==> src/rtl/plab4_net_router_output_ctrl_if.sv <==
// Handshake bundle between the three input controllers, this output
// arbiter and the downstream channel of one router output port.
interface plab4_net_router_output_ctrl_if #(
   parameter int p_num_reqs = 3
);
   localparam int c_sel_nbits = (p_num_reqs > 1) ? $clog2(p_num_reqs) : 1;

   // Valid/ready rule: a message moves only in a cycle where out_val and
   // out_rdy are both high; grants is nonzero in exactly those cycles.
   logic [p_num_reqs-1:0]  reqs;
   logic [p_num_reqs-1:0]  grants;
   logic                   out_val;
   logic                   out_rdy;
   logic [c_sel_nbits-1:0] xbar_sel;

   modport master (
      input  reqs,
      input  out_rdy,
      output grants,
      output out_val,
      output xbar_sel
   );

   modport slave (
      output reqs,
      output out_rdy,
      input  grants,
      input  out_val,
      input  xbar_sel
   );
endinterface

==> src/rtl/plab4_net_router_output_ctrl.sv <==
// Round-robin output arbiter: picks one requesting input, drives crossbar
// select and out_val, and holds a stalled winner until it transfers.
module plab4_net_router_output_ctrl #(
   parameter int                    p_num_reqs   = 3,
   parameter logic [p_num_reqs-1:0] p_prio_reset = 3'b001
) (
   input logic                            clk,
   input logic                            reset,
   plab4_net_router_output_ctrl_if.master bus
);
   localparam int c_sel_nbits = (p_num_reqs > 1) ? $clog2(p_num_reqs) : 1;

   logic [p_num_reqs-1:0]  prio_q, prio_d;
   logic                   lock_val_q, lock_val_d;
   logic [p_num_reqs-1:0]  lock_grant_q, lock_grant_d;

   logic [p_num_reqs-1:0]  arb_grant;
   logic [p_num_reqs-1:0]  winner;
   logic [c_sel_nbits-1:0] winner_idx;
   logic                   lock_hit;
   logic                   any_win;
   logic                   xfer;

   // Circular scan starting at the one-hot priority position.
   always_comb begin
      int  j;
      logic found;
      arb_grant = '0;
      found     = 1'b0;
      j         = 0;
      for (int i = 0; i < p_num_reqs; i++) begin
         for (int k = 0; k < p_num_reqs; k++) begin
            j = i + k;
            if (j >= p_num_reqs) j = j - p_num_reqs;
            if (prio_q[i] && !found && bus.reqs[j]) begin
               arb_grant[j] = 1'b1;
               found        = 1'b1;
            end
         end
      end
   end

   // A lock whose owner has dropped its request is ignored this cycle.
   always_comb begin
      lock_hit = lock_val_q && (|(lock_grant_q & bus.reqs));
      winner   = lock_hit ? lock_grant_q : arb_grant;
      any_win  = |winner;
   end

   always_comb begin
      winner_idx = '0;
      for (int i = 0; i < p_num_reqs; i++) begin
         if (winner[i]) winner_idx = c_sel_nbits'(i);
      end
   end

   always_comb begin
      xfer         = any_win && bus.out_rdy;
      prio_d       = prio_q;
      lock_val_d   = lock_val_q;
      lock_grant_d = lock_grant_q;
      if (xfer) begin
         prio_d     = {winner[p_num_reqs-2:0], winner[p_num_reqs-1]};
         lock_val_d = 1'b0;
      end else if (any_win) begin
         lock_val_d   = 1'b1;
         lock_grant_d = winner;
      end else begin
         lock_val_d = 1'b0;
      end
   end

   always_ff @(posedge clk or posedge reset) begin
      if (reset) begin
         prio_q       <= p_prio_reset;
         lock_val_q   <= 1'b0;
         lock_grant_q <= '0;
      end else begin
         prio_q       <= prio_d;
         lock_val_q   <= lock_val_d;
         lock_grant_q <= lock_grant_d;
      end
   end

   // Outputs are forced quiet while reset is held, whatever the inputs do.
   always_comb begin
      if (reset) begin
         bus.grants   = '0;
         bus.out_val  = 1'b0;
         bus.xbar_sel = '0;
      end else begin
         bus.grants   = winner & {p_num_reqs{bus.out_rdy}};
         bus.out_val  = any_win;
         bus.xbar_sel = winner_idx;
      end
   end
endmodule

==> src/flat_wrapper.sv <==
// flat-port wrapper written by rule: the top's interface ports become plain ports
module plab4_net_router_output_ctrl_flat 
#(
   parameter int                    p_num_reqs   = 3,
   parameter logic [p_num_reqs-1:0] p_prio_reset = 3'b001
)
  (clk, reset, bus_reqs, bus_out_rdy, bus_grants, bus_out_val, bus_xbar_sel);
  plab4_net_router_output_ctrl_if #(.p_num_reqs(p_num_reqs)) bus_i ();
  input logic clk;
  input logic reset;
  input wire logic [$bits(bus_i.reqs)-1:0] bus_reqs;
  input wire logic [$bits(bus_i.out_rdy)-1:0] bus_out_rdy;
  output wire logic [$bits(bus_i.grants)-1:0] bus_grants;
  output wire logic [$bits(bus_i.out_val)-1:0] bus_out_val;
  output wire logic [$bits(bus_i.xbar_sel)-1:0] bus_xbar_sel;
  assign bus_i.reqs = bus_reqs;
  assign bus_i.out_rdy = bus_out_rdy;
  assign bus_grants = bus_i.grants;
  assign bus_out_val = bus_i.out_val;
  assign bus_xbar_sel = bus_i.xbar_sel;
  plab4_net_router_output_ctrl #(.p_num_reqs(p_num_reqs), .p_prio_reset(p_prio_reset)) u_core (.clk(clk), .reset(reset), .bus(bus_i));
endmodule
==> config.mk <==
export PLATFORM = sky130hd
export DESIGN_NAME = plab4_net_router_output_ctrl_flat
export DESIGN_NICKNAME = d
export VERILOG_FILES = /design/src/rtl/plab4_net_router_output_ctrl_if.sv /design/src/rtl/plab4_net_router_output_ctrl.sv /design/src/flat_wrapper.sv
export SDC_FILE = /design/constraint.sdc
export NUM_CORES = 1
export LEC_CHECK = 0
export CAP_MARGIN = 20
export CORE_MARGIN = 2
export CORE_UTILIZATION = 35
export CTS_BUF_LIST = sky130_fd_sc_hd__clkbuf_8
export DETAILED_ROUTE_END_ITERATION = 10
export PLACE_DENSITY = 0.6
export SKIP_LAST_GASP = 1
export SLEW_MARGIN = 30
export SYNTH_ARGS = -nofsm -noshare
export SYNTH_HDL_FRONTEND = slang
export SYNTH_SLANG_ARGS = --single-unit
==> constraint.sdc <==
create_clock -name clk -period 3.65 [get_ports clk]
set_input_delay 0.73 -clock clk [delete_from_list [all_inputs] [get_ports clk]]
set_output_delay 0.73 -clock clk [all_outputs]
set_load 0.02 [all_outputs]
==> results of run 1 <==
## kinds of logic (layout without fill, tap and decap cells)
| logic type | count (synthesis) | count (layout) |
|---|---|---|
| DFF | 7 | 7 |
| AOI/OAI and AO/OA | 22 | 22 |
| and+or+nand+nor | 20 | 20 |
| buffers and inverters | 6 | 29 |
## worst min-delay path by stage
| stage | to | slack [ns] |
|---|---|---|
| after floorplan | u_core.prio_q[0] | 0.50 |
| after global placement | u_core.prio_q[0] | 0.54 |
| after detailed placement | u_core.prio_q[0] | 0.54 |
| after CTS | u_core.prio_q[0] | 0.55 |
| after global routing | u_core.prio_q[0] | 0.58 |
| final | u_core.prio_q[0] | 0.55 |
## metal layers
layer | share of wire, % | GRT usage [%] | wire length, um
met4 | 0 | 2.50 | 0
met3 | 7.6 | 10.3 | 90
met1 | 47 | 19.2 | 563
met5 | 0 | 0 | 0
met2 | 45 | 30.1 | 533
## through the flow
| step | utilization, % | TNS, ns | power [mW] | cell area [um^2] |
|---|---|---|---|---|
| floorplan | - | 0 | 0.359 | 477 |
| global placement | 51.8 | -0.0245 | 0.484 | 666 |
| detailed placement | 51.8 | -0.00451 | 0.483 | 666 |
| CTS | 55.2 | 0 | 0.590 | 709 |
| global route | 56.0 | 0 | 0.630 | 719 |
| finish | 56.0 | 0 | 0.582 | 719 |
## timing repair
action | 4_1_cts | 5_1_grt
setup endpoints to repair | 1 | 4
gates cloned | 0 | 0
gates resized for setup | 1 | 4
hold buffers | 0 | 0
pin swaps | 0 | 1
## synthesized netlist by cell type (2+ instances only)
| library cell | instances | area share, % |
|---|---|---|
| nor2b_1 | 2 | 2.6 |
| a311o_1 | 2 | 4.2 |
| o211ai_1 | 2 | 3.1 |
| inv_1 | 4 | 3.1 |
| a21oi_1 | 4 | 4.2 |
| a31oi_1 | 4 | 5.2 |
| a31o_1 | 2 | 3.7 |
| and2_1 | 2 | 2.6 |
| o22ai_1 | 2 | 2.6 |
| nand2b_1 | 2 | 2.6 |
| o21ai_0 | 2 | 2.1 |
| dfrtp_1 | 6 | 31 |
| nor2_1 | 5 | 3.9 |
| nand2_1 | 4 | 3.1 |
## critical path, cell delays in order
cell and delay [ns]:
clkdlybuf4s50_1 0.42, a222oi_1 0.39, and3b_2 0.26, a31oi_2 0.27, nor2_1 0.08, clkdlybuf4s50_1 0.54
## sequential cells by signal (all words and copies together) (netlist names)
register	flops
u_core.lock_grant_q	3
u_core.prio_q	3
u_core.lock_val_q	1
## final cells by class
class / count / area (um^2)
fillers: 116 / 566
flip-flops and latches: 7 / 176
well taps: 15 / 18.8
inverters: 4 / 15.0
multi-input cells: 42 / 270
clock inverters: 1 / 3.75
clock buffers: 3 / 41.3
repair buffers: 21 / 194
## power groups by stage
stage	Sequential (mW)	Clock, mW	Combinational [mW]
final	0.158	0.105	0.319
after global routing	0.162	0.115	0.352
after CTS	0.158	0.109	0.323
after detailed placement	0.160	0	0.323
after global placement	0.159	0	0.325
after floorplan	0.145	0	0.214
==> impl_metrics.csv, run 1 <==
group,metric,value,unit
clocking,cts_root_buf,"clkbuf_8",
placed_design,hpwl,889,um
setup_path,critical_path_peak_fanout,4,
clocking,clock_transition_at_the_register_clock_pins_on_the_worst_setup_and_hold_paths_after_cts,0.04,ns
power_and_ir_drop,power.density,810,nW/um^2
finish,final_common_cell,"buf_4",
clocking,htreeDepth,1,
placed_design,placement.io_buffers,11,
logic_synthesis,ys_warn_count,0,
logic_synthesis,ys_ff_latch,7,
logic_synthesis,synth-compound-area-share,33.6,%
route,drc,0,
finish,final_net_count,85,
sta,finalHoldViolations,0,
power_and_ir_drop,clock_power_share,18.0,%
placed_design,gp_routability_congestion,0.824,
setup_path,setup.worst_path.end_class,"output pin",
sta,tightestPinTransition,0.358,ns
die,initial_core_util,37.1,%
finish,final_cell_count_no_fill,93,
worst_hold_path,hold_path.startpoint,"u_core.prio_q[0]",
sta,maximum_clock_frequency,0.292,GHz
finish,layout_cells_sized_above_1,21.8,%
logic_synthesis,yosys.area_share.simple,23.1,%
setup_path,critPathCapture,"bus_grants[1]",
status,status,"completed",
power_and_ir_drop,power_switching,0.224,mW
logic_synthesis,synth_xor_xnor_area_share,0,%
die,die_h,40.9,um
power_and_ir_drop,p_comb_share,54.8,%
clocking,clock_tree_from_tritoncts,"yes",
logic_synthesis,netlist-cell-type-count,26,
sta,relSlewSlack,76.1,%
setup_path,timing.rr.end,"u_core.prio_q[2]",
setup_path,r2r_start,"u_core.lock_grant_q[1]",
logic_synthesis,syn-num-nets,61,
route,detail_route.iter0.violations,11,
logic_synthesis,async_flop_share,100,%
route,wl_per_cell,12.8,um
setup_path,timing.reg2reg.worst_path_depth,6,
die,row_count,13,
placed_design,place_worst_setup_slack,-0.00451,ns
power_and_ir_drop,vdd_ir_drop_max,0.000413,V
sta,unrepaired_setup_endpoints_after_global_routing,"false",
sta,setup_viol_count_final,0,
clocking,post-cts-setup-buffer-count,0,
power_and_ir_drop,power.sequential.fraction,27.2,%
logic_synthesis,avgSynthCellArea,8.67,um^2
sta,report.final.slew_viol_count,0,
logic_synthesis,dominantRegCellSynth,"dfrtp_1",
clocking,cts.sink_count,7,
route,dr.pass1.iters,4,
finish,count_of_inserted_antenna_diode_cells,0,
logic_synthesis,count_of_flip_flops_with_a_built_in_enable_after_synthesis,0,
setup_path,timing.critical_path.from,"bus_reqs[1]",
power_and_ir_drop,power.share.switching,38.4,%
sta,setup_slack,0.224,ns
route,route.antenna.remaining_nets,0,
route,finalWirelength,1.19,mm
die,io_pins,12,
sta,finalWorstPathRequiredPeriod,3.43,ns
setup_path,crit_path_kind,"in -> out",
logic_synthesis,synth-adder-area-share,0,%
die,core_region_area,1280,um^2
logic_synthesis,synth.cell_area,477,um^2
global_routing,groute.usage.overall,17.7,%
route,viasPerCell,5.52,
finish,areaGrowthSynthToFinish,50.9,%
power_and_ir_drop,cellInternalPower,0.359,mW
setup_path,cp-start-kind,"primary input",
finish,most-common-layout-cells,"10 x buf_4, 6 x clkdlybuf4s50_1, 6 x dfrtp_1, 5 x inv_1, 5 x nor2_1",
setup_path,cp.required,2.92,ns
global_routing,grt_first_pass_wirelength,1.87,mm
clocking,ctsLongestPathBuffers,2,
placed_design,placed_cells,89,
logic_synthesis,netlist_instances,55,
flow_run,max-cap-violations,0,
global_routing,via_count_of_the_first_global_routing_pass,474,
sta,timing.clock.skew,0.00279,ns
setup_path,setup.reg_to_reg.worst_slack,1.71,ns
clocking,clkLatencyLatePin,0.23,ns
sta,hold_ws,0.552,ns
global_routing,total_overflow_reported_by_the_global_router,0,
worst_hold_path,holdCritPathClass,"reg -> reg",
setup_path,signal_arrival_time_at_the_worst_endpoint,2.70,ns
die,design.die.area,1670,um^2
global_routing,maximum_number_of_pins_on_one_net_before_global_route_repair,11,
global_routing,number_of_antenna_violations_at_the_first_check_in_global_routing,0,
worst_hold_path,timing.hold.worst_path_depth,2,
route,vias,513,
power_and_ir_drop,cellLeakagePower,0.369,nW
logic_synthesis,synth.mux.area_fraction,0,%
clocking,inserted_clock_buffers,3,
logic_synthesis,sequential_fraction_of_the_synthesis_area,37.0,%
die,chipWidth,40.9,um
logic_synthesis,synth_top_family_by_area,"compound AO/OA/AOI/OAI gates",
sta,fin_crit_sh,93.9,%
(Power assumes the default switching activity.)
==> inputs of run 2 (changes only) <==
- HOLD_SLACK_MARGIN: unset -> 0.08
==> results of run 2 <==
No change in the layout: final DEF, timing and power equal those of run 1.
==> inputs of run 3 (changes only) <==
- PLACE_DENSITY: 0.6 -> 0.63
- clock period: 3.65 -> 3 ns (I/O delays scaled with it)
==> impl_metrics.csv, run 3 (synthesis results as in run 1) <==
group,metric,value,unit
sta,maximum_clock_frequency,0.342,GHz
die,chipWidth,40.9,um
route,drc,0,
sta,fin_crit_sh,97.5,%
setup_path,timing.reg2reg.worst_path_depth,7,
worst_hold_path,holdCritPathClass,"reg -> reg",
route,finalWirelength,1.17,mm
route,route.antenna.remaining_nets,0,
finish,most-common-layout-cells,"14 x buf_4, 6 x dfrtp_1, 5 x inv_1",
setup_path,crit_path_kind,"in -> out",
finish,final_net_count,88,
die,core_region_area,1280,um^2
finish,count_of_inserted_antenna_diode_cells,0,
clocking,clkLatencyLatePin,0.23,ns
global_routing,via_count_of_the_first_global_routing_pass,484,
global_routing,use_met1,22.3,%
route,detail_route.iter0.violations,5,
finish,combined_area_of_the_multi_input_logic_cells,289,um^2
clocking,ctsLongestPathBuffers,2,
worst_hold_path,timing.hold.worst_path_depth,1,
setup_path,cp-start-kind,"primary input",
route,wl_per_cell,12.1,um
power_and_ir_drop,total_power,0.747,mW
placed_design,place_worst_setup_slack,-0.410,ns
sta,setup_slack,0.0765,ns
finish,final_common_cell,"buf_4",
clocking,inserted_clock_buffers,3,
route,dr.pass1.iters,4,
finish,seq_cell_area,176,um^2
sta,report.final.slew_viol_count,0,
global_routing,number_of_antenna_violations_at_the_first_check_in_global_routing,0,
sta,finalHoldViolations,0,
clocking,cts_root_buf,"clkbuf_8",
sta,setup_viol_count_final,0,
setup_path,cp.required,2.40,ns
finish,nFillCells,117,
global_routing,grt_use_met2,29.3,%
sta,finalWorstPathRequiredPeriod,2.92,ns
power_and_ir_drop,power.density,1010,nW/um^2
die,initial_core_util,37.1,%
setup_path,critical_path_peak_fanout,3,
die,io_pins,12,
flow_run,max-cap-violations,0,
power_and_ir_drop,cellLeakagePower,0.337,nW
global_routing,total_overflow_reported_by_the_global_router,0,
sta,final.setup.tns,0,ns
die,design.die.area,1670,um^2
status,status,"completed",
sta,unrepaired_setup_endpoints_after_global_routing,"true",
global_routing,grt.met3_usage,3.26,%
finish,layout_cells_sized_above_1,35.8,%
setup_path,setup.worst_path.end_class,"output pin",
sta,tightestPinTransition,0.374,ns
sta,relSlewSlack,75.1,%
placed_design,gp_routability_congestion,0.808,
finish,areaGrowthSynthToFinish,55.1,%
global_routing,groute.usage.overall,18.8,%
die,die_h,40.9,um
sta,timing.clock.skew,0.00180,ns
clocking,cts.sink_count,7,
route,vias,512,
clocking,htreeDepth,1,
finish,biggestRegsByFlops,"u_core.lock_grant_q x3, u_core.prio_q x3, u_core.lock_val_q x1",
global_routing,maximum_number_of_pins_on_one_net_before_global_route_repair,10,
placed_design,placement.io_buffers,11,
route,viasPerCell,5.33,
clocking,clock_transition_at_the_register_clock_pins_on_the_worst_setup_and_hold_paths_after_cts,0.04,ns
die,row_count,13,
global_routing,grt-busiest-layer,"met2",
global_routing,grt_first_pass_wirelength,1.97,mm
placed_design,hpwl,896,um
clocking,clock_tree_from_tritoncts,"yes",
setup_path,signal_arrival_time_at_the_worst_endpoint,2.32,ns
power_and_ir_drop,vdd_ir_drop_max,0.000467,V
==> run 3: per-stage QoR <==
| step | instances | utilization [%] | hold WS, ns | cell area, um^2 |
|---|---|---|---|---|
| 6_report | 96 | 57.5 | 0.549 | 739 |
| 3_5_place_dp | 91 | 53.0 | 0.536 | 681 |
| 3_3_place_gp | 91 | 53.0 | 0.537 | 681 |
| 2_1_floorplan | 55 | - | 0.411 | 477 |
| 4_1_cts | 95 | 56.8 | 0.554 | 729 |
| 5_1_grt | 96 | 57.5 | 0.572 | 739 |
==> run 3: power breakdown <==
part | total [mW] | internal, mW | switching, mW
Combinational | 0.430 | 0.228 | 0.202
Sequential | 0.190 | 0.147 | 0.0429
Clock | 0.128 | 0.0883 | 0.0394
Total | 0.747 | 0.463 | 0.284
==> run 3: final cells by class <==
cell class	count	share of cell area, %
Clock buffer	3	5.58
Multi-Input combinational cell	42	39.1
Tap cell	15	2.54
Clock inverter	1	0.508
Sequential cell	7	23.9
Timing Repair Buffer	24	26.4
Inverter	4	2.03
==> run 3: repair_timing <==
| item | CTS | global route |
|---|---|---|
| hold endpoints to repair | 0 | 0 |
| resized for setup | 14 | 21 |
| hold buffers | 0 | 0 |
| endpoints found under the setup margin | 6 | 6 |
| setup buffers | 0 | 1 |
| pin swaps | 1 | 1 |
==> run 3: final timing paths <==
check / from / endpoint / slack (ns)
setup / recovery: bus_reqs[2] / bus_out_val / 0.08
max in group asynchronous: reset / u_core.prio_q[0] / 2.03
hold / removal: u_core.prio_q[2] / u_core.prio_q[2] / 0.55
setup reg to reg: u_core.lock_grant_q[1] / u_core.prio_q[1] / 1.11
hold reg to reg: u_core.prio_q[2] / u_core.prio_q[2] / 0.55
min in group asynchronous: reset / u_core.lock_grant_q[0] / 0.77
==> run 3: per-layer routing <==
| metal | vias to the layer above | routed length, um |
|---|---|---|
| met4 | 0 | 11 |
| li1 | 259 | - |
| met2 | 14 | 570 |
| met5 | - | 0 |
| met3 | 2 | 55 |
| met1 | 237 | 528 |
==> run 3: worst max-delay path, cell delays in order <==
cell	delay, ns
clkdlybuf4s50_1	0.43
a222oi_1	0.37
or2b_4	0.21
o211ai_1	0.07
a21boi_2	0.17
buf_4	0.15
a31oi_1	0.16
buf_4	0.16
==> variant 1, RTL diff (flow settings as in run 3) <==
Make the reset (`reset`) synchronous in one clocked block.
--- a/src/rtl/plab4_net_router_output_ctrl.sv
+++ b/src/rtl/plab4_net_router_output_ctrl.sv
@@ -70,7 +70,7 @@
       end
    end
 
-   always_ff @(posedge clk or posedge reset) begin
+   always_ff @(posedge clk) begin
       if (reset) begin
          prio_q       <= p_prio_reset;
          lock_val_q   <= 1'b0;
Behaviour: no difference found for any inputs over 10 cycles, from zero or initial values and one cycle with reset high; that may be too few to reach the edited logic, so the function may still have changed.
==> variant 1 against run 3 <==
  * Area after synthesis is 0.26% higher
  * Count of clock-buffer cells in the layout stayed put
  * Worst setup slack better by 10 ps
  * Final cell count is 4.2% higher
  * Routed wire length is 9.6% higher
  * Non-clock buffer count is 2 higher
  * Clock skew is 1.0 ps lower
  * Final area is 2.4% higher
  * Sequential cell count stayed put
  * Critical path type unchanged
  * Critical endpoint is now bus_xbar_sel[1]
  * Largest cell class unchanged
Power is not compared: it rests on default switching activity, and its combinational part moved more than twofold at a synthesized area within 25%.
==> variant 1: results (changes against run 3) <==
outcome:
  status: "completed"
placed_design:
  port_buffers: 11  # unchanged
  gp_congestion: 0.718  # -11%
  place_area_um2: 704  # +3.5%
  pre_cts_ws_ps: -297  # +113 ps
  dp_hpwl_um: 920  # +2.6%
  dp.cells: 95  # +4.4%
finish:
  multiInputGateArea_um2: 332  # +15%
  buffers: 26  # +8.3%
  reg_top3: "u_core.lock_grant_q: 3 flops, u_core.prio_q: 3 flops, u_core.lock_val_q: 1 flops"
  diodes: 0  # unchanged
  clk_share_pct: 5.95  # -0.14 points
  nNonClkInverters: 4  # unchanged
  bufAreaShareNonClock_pct: 27.3  # +0.88 points
  multi_input_gates: 44  # +4.8%
  finalNetCount: 92  # +4.5%
  drive_gt1_share_pct: 32.9  # -2.9 points
  fill_cells: 120  # +2.6%
  seq_share_pct: 18.5  # -5.3 points
  utilization_pct: 58.9  # +1.4 points
  final_cell_area_um2: 757  # +2.4%
power_and_ir_drop:
  p_switching_mw: 0.102
  power_clock_mw: 0.128
  p_leak_nw: 0.352
  pwr-share-clk_pct: 36.3
  vdd_drop_max_uv: 273
critical_path:
  critPathMaxFanout: 4  # +1
synth:
  synthFlopType: "dfxtp_1"
  synth_edf_count: 0  # unchanged
  postSynthCellCount: 57  # +3.6%
  yosysWarnings: 0  # unchanged
  ys_seq_area_share_pct: 29.3  # -7.7 points
  ys_types: 25  # -3.8%
  ys_async_sr_fraction_pct: 0  # -100 points
  synthTopCellsByArea: "dfxtp_1 29%, mux2i_2 5.8%, o41ai_4 5.8%, a21oi_1 5.2%, nand2_1 4.7%"
  synth_common_cells: "7 x dfxtp_1, 6 x nand2_1, 6 x nor2_1, 5 x a21oi_1"
  synth_nets: 63  # +3.3%
sta:
  tns_ps: 0  # unchanged
  fin_skew_ps: 0.746  # -1.05 ps
  relSlewSlack_pct: 78.3  # +3.2 points
global_route:
  grt_pass1_vias: 477  # -1.4%
  grt_usage_pct: 18.6  # -0.20 points
  met1_usage_pct: 22.6  # +0.36 points
  grt_start_max_net_pins: 9  # -1
  grt_util_met3_pct: 1.63  # -1.6 points
  antenna_found_initial: 0  # unchanged
  grt_pass1_wl_mm: 2.01  # +1.7%
  met2_usage_pct: 30.5  # +1.2 points
clocking:
  cts_buffers: 3  # unchanged
  clk_path_buf_depth: 2  # unchanged
  cts.sinks: 7  # unchanged
  htreeDepth: 1  # unchanged
  clk_latency_ps: 220
route:
  first_pass_iters: 4  # unchanged
  drt_iter0_markers: 10  # +5
  wl_per_cell_um: 12.8  # +5.2%
  viasPerCell: 5.19  # -2.7%
  num_vias: 519  # +1.4%
hold_path:
  hp-class: "reg -> reg"
==> variant 1: changes by cell type after synthesis, sizes merged, moves of 3 or more <==
cell | before | now
dfxtp | 0 | 7
nand3 | 0 | 4
mux2i | 0 | 3
o21a | 0 | 3
a31oi | 5 | 0
dfrtp | 6 | 0
==> variant 1: kinds of logic after synthesis <==
kind of cell | after synthesis | synth area share (%)
and+or+nand+nor | 25 | 29.3
muxes | 3 | 7.85
AOI/OAI and AO/OA | 16 | 28.8
DFF | 7 | 29.3
buffers and inverters | 6 | 4.71
==> variant 1: per-layer routing <==
layer | share of wire [%] | vias to the layer above
met2 | 50 | 10
met3 | 4.0 | 2
met4 | 1.1 | 0
met5 | 0 | -
met1 | 45 | 241
li1 | - | 266
==> variant 1: worst max-delay path, stage by stage <==
cell and delay, ps:
clkdlybuf4s50_1 440, a222oi_1 330, nand2b_4 220, mux2i_4 280, buf_6 140, nor2_1 30
clkdlybuf4s15_1 280
==> variant 1: worst paths after layout <==
check	start	endpoint	slack (ps)	cells past startpoint
max	bus_reqs[0]	bus_xbar_sel[1]	90	7
min	u_core.lock_grant_q[1]$_SDFFE_PP0P_	u_core.lock_grant_q[1]$_SDFFE_PP0P_	520	2
max reg2reg	u_core.lock_grant_q[0]$_SDFFE_PP0P_	u_core.prio_q[1]$_SDFFE_PP0P_	1080	8
min reg2reg	u_core.lock_grant_q[1]$_SDFFE_PP0P_	u_core.lock_grant_q[1]$_SDFFE_PP0P_	520	2
==> variant 1: timing repair <==
| action | in CTS | in global routing |
|---|---|---|
| setup endpoints to repair | 6 | 6 |
| pin swaps | 1 | 0 |
| setup buffers | 1 | 0 |
| gates resized for setup | 10 | 9 |
==> variant 2, RTL diff (config.mk and constraints of run 3) <==
Made on the original files. `p_num_reqs` is set to 3 in 3 places; all go to 5.
--- a/src/rtl/plab4_net_router_output_ctrl_if.sv
+++ b/src/rtl/plab4_net_router_output_ctrl_if.sv
@@ -1,7 +1,7 @@
 // Handshake bundle between the three input controllers, this output
 // arbiter and the downstream channel of one router output port.
 interface plab4_net_router_output_ctrl_if #(
-   parameter int p_num_reqs = 3
+   parameter int p_num_reqs = 5
 );
    localparam int c_sel_nbits = (p_num_reqs > 1) ? $clog2(p_num_reqs) : 1;
 
--- a/src/rtl/plab4_net_router_output_ctrl.sv
+++ b/src/rtl/plab4_net_router_output_ctrl.sv
@@ -1,7 +1,7 @@
 // Round-robin output arbiter: picks one requesting input, drives crossbar
 // select and out_val, and holds a stalled winner until it transfers.
 module plab4_net_router_output_ctrl #(
-   parameter int                    p_num_reqs   = 3,
+   parameter int                    p_num_reqs   = 5,
    parameter logic [p_num_reqs-1:0] p_prio_reset = 3'b001
 ) (
    input logic                            clk,
--- a/src/flat_wrapper.sv
+++ b/src/flat_wrapper.sv
@@ -1,7 +1,7 @@
 // flat-port wrapper written by rule: the top's interface ports become plain ports
 module plab4_net_router_output_ctrl_flat 
 #(
-   parameter int                    p_num_reqs   = 3,
+   parameter int                    p_num_reqs   = 5,
    parameter logic [p_num_reqs-1:0] p_prio_reset = 3'b001
 )
   (clk, reset, bus_reqs, bus_out_rdy, bus_grants, bus_out_val, bus_xbar_sel);
Interface: changed (resized bus_grants, bus_reqs and bus_xbar_sel); port bits go from 12 to 17. No check against the original RTL was run, so the function may have changed too.
==> variant 2 against run 3 <==
  * Die area increased by 110%
  * Utilization increased by 11 points
  * Register-to-register slack got worse by 500 ps
  * Synthesized cell count increased by 150%
  * Global-route usage increased by 7.2 points
  * Worst setup slack got worse by 63 ps
  * Via count increased to 2.9 times the old value
  * Sequential cell count increased by 4
  * First-iteration DRC count increased to 18 times the old value
  * Worst hold slack improved by 33 ps
  * Area after synthesis increased by 120%
  * Final area increased to 2.6 times the old value
  * Routed wire length increased to 3.8 times the old value
  * Total power increased to 2.8 times the old value
  * Largest cell class unchanged
==> variant 2: results (changes against run 3) <==
outcome:
  status: "completed"
power_and_ir_drop:
  pg_comb_mw: 1.61  # +270%
  power_clock_mw: 0.147  # +15%
  p_switching_mw: 0.901  # +220%
finish:
  multiInputGateArea_um2: 893  # +210%
  nFlopsAndLatches: 11  # +4
  finalNetCount: 221  # +150%
  reg_top3: "u_core.lock_grant_q: 5 flops, u_core.prio_q: 5 flops, u_core.lock_val_q: 1 flops"
  multi_input_gates: 107  # +150%
  drive_gt1_share_pct: 57.1  # +21 points
  seq_share_pct: 14.4  # -9.5 points
  buffers: 82  # +240%
  fill_cells: 217  # +85%
global_route:
  met2_usage_pct: 44.0  # +15 points
  grt_usage_pct: 26.0  # +7.2 points
  grt_util_met3_pct: 2.40  # -0.86 points
  met1_usage_pct: 31.7  # +9.4 points
  grt_pass1_vias: 1436  # +200%
placed_design:
  port_buffers: 16  # +5
  dp_hpwl_mm: 2.89  # +220%
route:
  met3_length_um: 267  # +390%
  drt_iter0_markers: 91  # +86
  num_vias: 1468  # +190%
  met2_length_mm: 2.18  # +280%
critical_path:
  r2r_slack_ps: 610  # -500 ps
  arrival_ps: 2390  # +70 ps
  worst_path_max_delay_cell: "o31ai_2"
  r2r-start: "u_core.prio_q[1]$_DFFE_PP0P_"
  timing.rr.end: "u_core.prio_q[4]$_DFFE_PP0P_"
synth:
  synth_common_cells: "13 x nand2_1, 10 x dfrtp_1, 10 x nor2_1, 8 x inv_1, 8 x o21ai_0"
  synthTopCellsByArea: "dfrtp_1 24%, nand2_1 4.6%, o31ai_1 4.3%, o21ai_0 3.8%, nor2_1 3.5%"
  ys_types: 47  # +81%
  synth_nets: 144  # +140%
sta:
  setup_ws_ps: 13.0  # -63.5 ps
hold_path:
  hold_end: "u_core.lock_grant_q[2]$_DFFE_PP0P_"
-- variant 2: logic make-up after synthesis --
| group | Yosys count | synth area share (%) |
|---|---|---|
| DFF | 11 | 26.1 |
| buffers and inverters | 18 | 7.20 |
| muxes | 2 | 2.12 |
| and+or+nand+nor | 46 | 21.6 |
| AOI/OAI and AO/OA | 59 | 43.0 |
-- variant 2: timing repair --
item,in CTS,in global routing
endpoints found under the setup margin,9,8
pin swaps,12,10
resized for setup,74,27
setup buffers,12,6
-- variant 2: metrics by stage --
| stage | setup TNS (ps) | power (mW) | instances | hold WS [ps] | area [µm²] |
|---|---|---|---|---|---|
| global route | -86.5 | 2.17 | 243 | 614 | 1920 |
| floorplan | -5.20 | 0.947 | 136 | 487 | 1080 |
| finish | 0 | 2.06 | 243 | 582 | 1920 |
| detailed placement | -8040 | 1.51 | 222 | 535 | 1600 |
| CTS | -301 | 1.88 | 238 | 568 | 1820 |
| global placement | -7610 | 1.50 | 222 | 539 | 1600 |
